--- config.mk ---
export PLATFORM = sky130hd
export DESIGN_NAME = arb4_sched
export DESIGN_NICKNAME = d
export VERILOG_FILES = /design/src/rtl/arb4_sched.sv
export SDC_FILE = /design/constraint.sdc
export NUM_CORES = 1
export LEC_CHECK = 0
export ABC_AREA = 1
export CORE_MARGIN = 2
export CORE_UTILIZATION = 46
export CTS_CLUSTER_SIZE = 16
export DETAILED_ROUTE_END_ITERATION = 10
export HOLD_SLACK_MARGIN = 0.15
export PLACE_DENSITY_LB_ADDON = 0.1
export SYNTH_ARGS = -nofsm -noshare
export SYNTH_HDL_FRONTEND = slang
export SYNTH_SLANG_ARGS = --single-unit
--- constraint.sdc ---
create_clock -name clk -period 2.47 [get_ports clk]
set_input_delay 0.3705 -clock clk [delete_from_list [all_inputs] [get_ports clk]]
set_output_delay 0.3705 -clock clk [all_outputs]
set_load 0.03 [all_outputs]
--- src/rtl/arb4_sched.sv ---
// Four-way request arbiter with fixed-priority or round-robin selection and a
// hold limit that forces the owner to yield when someone else is waiting.
module arb4_sched #(
    parameter int MAX_HOLD = 8
) (
    input  logic       clk,
    input  logic       rst_n,
    input  logic [3:0] req,
    input  logic       mode,
    output logic [3:0] gnt,
    output logic [1:0] gnt_id,
    output logic       valid
);

    typedef enum logic {
        IDLE,
        GRANT
    } state_t;

    localparam logic [3:0] HoldMax = 4'(MAX_HOLD);

    state_t     state_q;
    logic [3:0] gnt_q;
    logic [1:0] gnt_id_q;
    logic       valid_q;
    logic [1:0] ptr_q;
    logic [3:0] hcnt_q;

    logic       ownerReq;
    logic       othersReq;
    logic       relNow;
    logic       arbitrate;
    logic [3:0] candidates;
    logic [1:0] winner;

    // Highest set index wins; index 3 has top priority.
    function automatic logic [1:0] pickFixed(input logic [3:0] c);
        logic [1:0] w;
        w = 2'd0;
        for (int i = 0; i < 4; i++) begin
            if (c[i]) w = 2'(i);
        end
        return w;
    endfunction

    // Scan downward so the last hit is the first set bit at or after the pointer.
    function automatic logic [1:0] pickRr(input logic [3:0] c, input logic [1:0] p);
        logic [1:0] w;
        logic [1:0] idx;
        w = 2'd0;
        for (int k = 3; k >= 0; k--) begin
            idx = p + 2'(k);
            if (c[idx]) w = idx;
        end
        return w;
    endfunction

    always_comb begin
        ownerReq   = |(req & gnt_q);
        othersReq  = |(req & ~gnt_q);
        relNow     = (state_q == GRANT) && (!ownerReq || ((hcnt_q == HoldMax) && othersReq));
        arbitrate  = (state_q == IDLE) || relNow;
        candidates = (state_q == IDLE) ? req : (req & ~gnt_q);
        winner     = mode ? pickRr(candidates, ptr_q) : pickFixed(candidates);
    end

    // Arbitration edges hand the grant straight to the next winner, so a
    // release with other requesters pending never leaves a dead cycle.
    always_ff @(posedge clk or negedge rst_n) begin
        if (!rst_n) begin
            state_q  <= IDLE;
            gnt_q    <= 4'b0000;
            gnt_id_q <= 2'd0;
            valid_q  <= 1'b0;
            ptr_q    <= 2'd0;
            hcnt_q   <= 4'd0;
        end else if (arbitrate) begin
            if (|candidates) begin
                state_q  <= GRANT;
                gnt_q    <= 4'b0001 << winner;
                gnt_id_q <= winner;
                valid_q  <= 1'b1;
                ptr_q    <= winner + 2'd1;
                hcnt_q   <= 4'd1;
            end else begin
                state_q  <= IDLE;
                gnt_q    <= 4'b0000;
                gnt_id_q <= 2'd0;
                valid_q  <= 1'b0;
                hcnt_q   <= 4'd0;
            end
        end else if ((state_q == GRANT) && (hcnt_q != HoldMax)) begin
            hcnt_q <= hcnt_q + 4'd1;
        end
    end

    assign gnt    = gnt_q;
    assign gnt_id = gnt_id_q;
    assign valid  = valid_q;

endmodule

==> metrics.yaml <==
status: "completed"
cellInternalPower_mw: 0.6686
regToRegSetupSlack_ps: 530
yosysMostFrequentCell: "nand2_1"
clock_skew_ps: 3.536
synth_cell_types: 23
hpwl_mm: 1.597
r2r_start: "valid"
ys_seq_area_share_pct: 34.90
synthTopCellsByCount: "nand2_1 (54), inv_1 (15), nand3_1 (14)"
port_buffers: 13
crit_start: "req[1]"
ys.flop_type: "dfrtp_1"
synthTopCellsByArea: "dfrtp_1 (35%), nand2_1 (22%), ha_1 (8.1%), nand3_1 (7.5%), inv_1 (6.0%)"
cts_setup_buffers: 0
wl_per_cell_microns: 10.60
synth_edf_count: 0
drt_iter0_markers: 25
setup_tns_ps: 0
final.period_utilization_pct: 85.03
grt_max_degree: 14
ys_ff_latch: 13
via_per_inst: 4.994
arrival_ps: 2260
p_switching_mw: 0.6835
synth_area_sq_um: 932.1
synthArstFlopShare_pct: 100.0
cp_top_family: "buffers and inverters"
syn2layout_area_growth_pct: 19.87
worstSetupPathType: "input pin to flop"
grt_use_total_pct: 18.13
end_kind: "flop"
fmax_ghz: 0.4761
postSynthAreaPerCell_sq_um: 6.755
worst_pin_slew_ps: 554.9
cts_buffers: 3
p_comb_share_pct: 63.1
stdcell_count: 181
synth_nets: 151
crit_top_cell: "nand2_1"
crit_path_top_delay_cell: "clkdlybuf4s50_1"
num_io_pins: 14
yosysTopAreaCell: "dfrtp_1"
cp_data_required_time_ps: 2630
grt_pass1_wl_mm: 3.401
powerDensity_nw_per_um2: 1210
slowest_delay_ps: 540
cts_hold_buffers: 0
drtAntennaViolNets: 0
fill_cells: 201
grt-ovfl-total: 0
initial_core_util_pct: 48.00
hold_viol: 0
period_minus_slack_ps: 2100
diodes: 0
vias: 904
synth_cells: 138
die_y_microns: 49.02
htree_levels: 1
ys.warnings.count: 0
swShare_pct: 50.55
startpoint_type: "input pin"
grt_pass1_vias: 853
peakVddDrop_v: 0.0006401
holdCritPathClass: "input pin to asynchronous set/reset pin"
nNetsFinal: 168
fp.dieW_microns: 49.02
power_mw: 1.352
yosysTopAreaCellShare_pct: 34.90
fin_hold_ws_ps: 462.2
pwr-share-seq_pct: 27.7
clk_pin_slew_ps: 80
tritoncts: "done"
p_leak_nw: 0.5845
relSlewSlack_pct: 62.89
die-area_sq_um: 2402
clock_power_share_pct: 9.2
maxCapViolations: 0
clk_path_buf_depth: 2
drtPass1Iterations: 4
crit_buf_inv: 5
crit_chain: "clkdlybuf4s50_1 -> inv_2 -> a21oi_2 -> nand2_1 -> nand2_1 -> inv_2 -> nand2_1 -> inv_2 -> nand2_1 -> nand2_1 -> nand2_1 -> nand3_2 -> nand2_2 -> inv_1 -> ha_1 -> nand2_1 -> o21ai_1"
root_buffer: "clkbuf_4"
cts_sinks: 13
drc: 0
critPathMaxFanout: 4
dp_cells: 177
rows: 16
insertion_delay_ps: 260
gp_congestion: 0.8673
drive_gt1_share_pct: 10.39
core_sq_um: 1942
totalWireLength_mm: 1.919
antenna_found_initial: 0
slew_violations: 0
post_cts_resized: 0
regArea_sq_um: 325.3
multi_input_area_sq_um: 523.0
grt_setup_unrepaired: "false"
finalSetupViolCount: 0
[power groups by stage]
stage | clock [mW] | sequential [mW] | combinational, mW
4_1_cts | 0.128 | 0.375 | 0.860
3_3_place_gp | 0 | 0.379 | 0.842
2_1_floorplan | 0 | 0.435 | 0.565
5_1_grt | 0.138 | 0.389 | 0.969
6_report | 0.125 | 0.375 | 0.853
3_5_place_dp | 0 | 0.380 | 0.854
[cells in the final DEF (no fill, tap or decap)]
master,instances
nand4_1,1
clkbuf_1,1
nor2_4,1
nor3_2,1
nor3_1,1
clkbuf_4,3
o21ai_1,2
nand3_1,14
nor2_1,8
nand2_1,54
clkdlybuf4s50_1,13
inv_1,15
dfrtp_1,13
o21ai_2,1
a21oi_2,1
nand2_2,2
xor2_1,1
o21ai_0,5
nand3_2,1
a31oi_1,1
a41oi_1,1
ha_1,6
xnor2_1,1
inv_2,6
a21oi_1,1
[layer usage]
layer  wire length (microns)  GRT usage [%]  up-vias
met5                       0              0        -
met1                     851          21.68      417
met3                      58          1.840        2
li1                        -              -      464
met2                     985          33.79       21
met4                      23          5.714        0
[state kept, by name, indices dropped and copies added, names as in the netlist]
| name | cells |
|---|---|
| gnt | 4 |
| hcnt_q | 4 |
| valid | 1 |
| gnt_id | 2 |
| ptr_q | 2 |
[kinds of logic after synthesis]
logic type | count (synthesis) | share of synthesized area [%]
simple gates | 83 | 38.39
buf+inv | 22 | 8.992
flops | 13 | 34.90
compound gates | 12 | 7.785
fa+ha+maj | 6 | 8.053
xor+xnor | 2 | 1.880
[final timing paths]
check,depth (start not counted),to
worst max-delay path,17,ptr_q[1]
min in group clk,2,gnt_id[0]
worst max register to register,14,ptr_q[1]
max in group asynchronous,1,hcnt_q[2]
worst min register to register,2,gnt_id[0]
worst min-delay path,1,valid
[through the flow]
step | utilization [%] | setup WS (ps) | cell area, sq um
after floorplan | - | 557.3 | 932.1
after global placement | 56.19 | 176.1 | 1091
after detailed placement | 56.19 | 94.21 | 1091
after CTS | 57.54 | 369.5 | 1117
after global routing | 57.54 | 222.8 | 1117
final | 57.54 | 369.8 | 1117
[area by class of cell]
| class | instances | area share, % |
|---|---|---|
| Timing Repair Buffer | 13 | 11.65 |
| Sequential cell | 13 | 29.12 |
| Inverter | 21 | 7.055 |
| Clock buffer | 4 | 2.352 |
| Multi-Input combinational cell | 103 | 46.81 |
| Tap cell | 27 | 3.024 |
(Power assumes the default switching activity.)
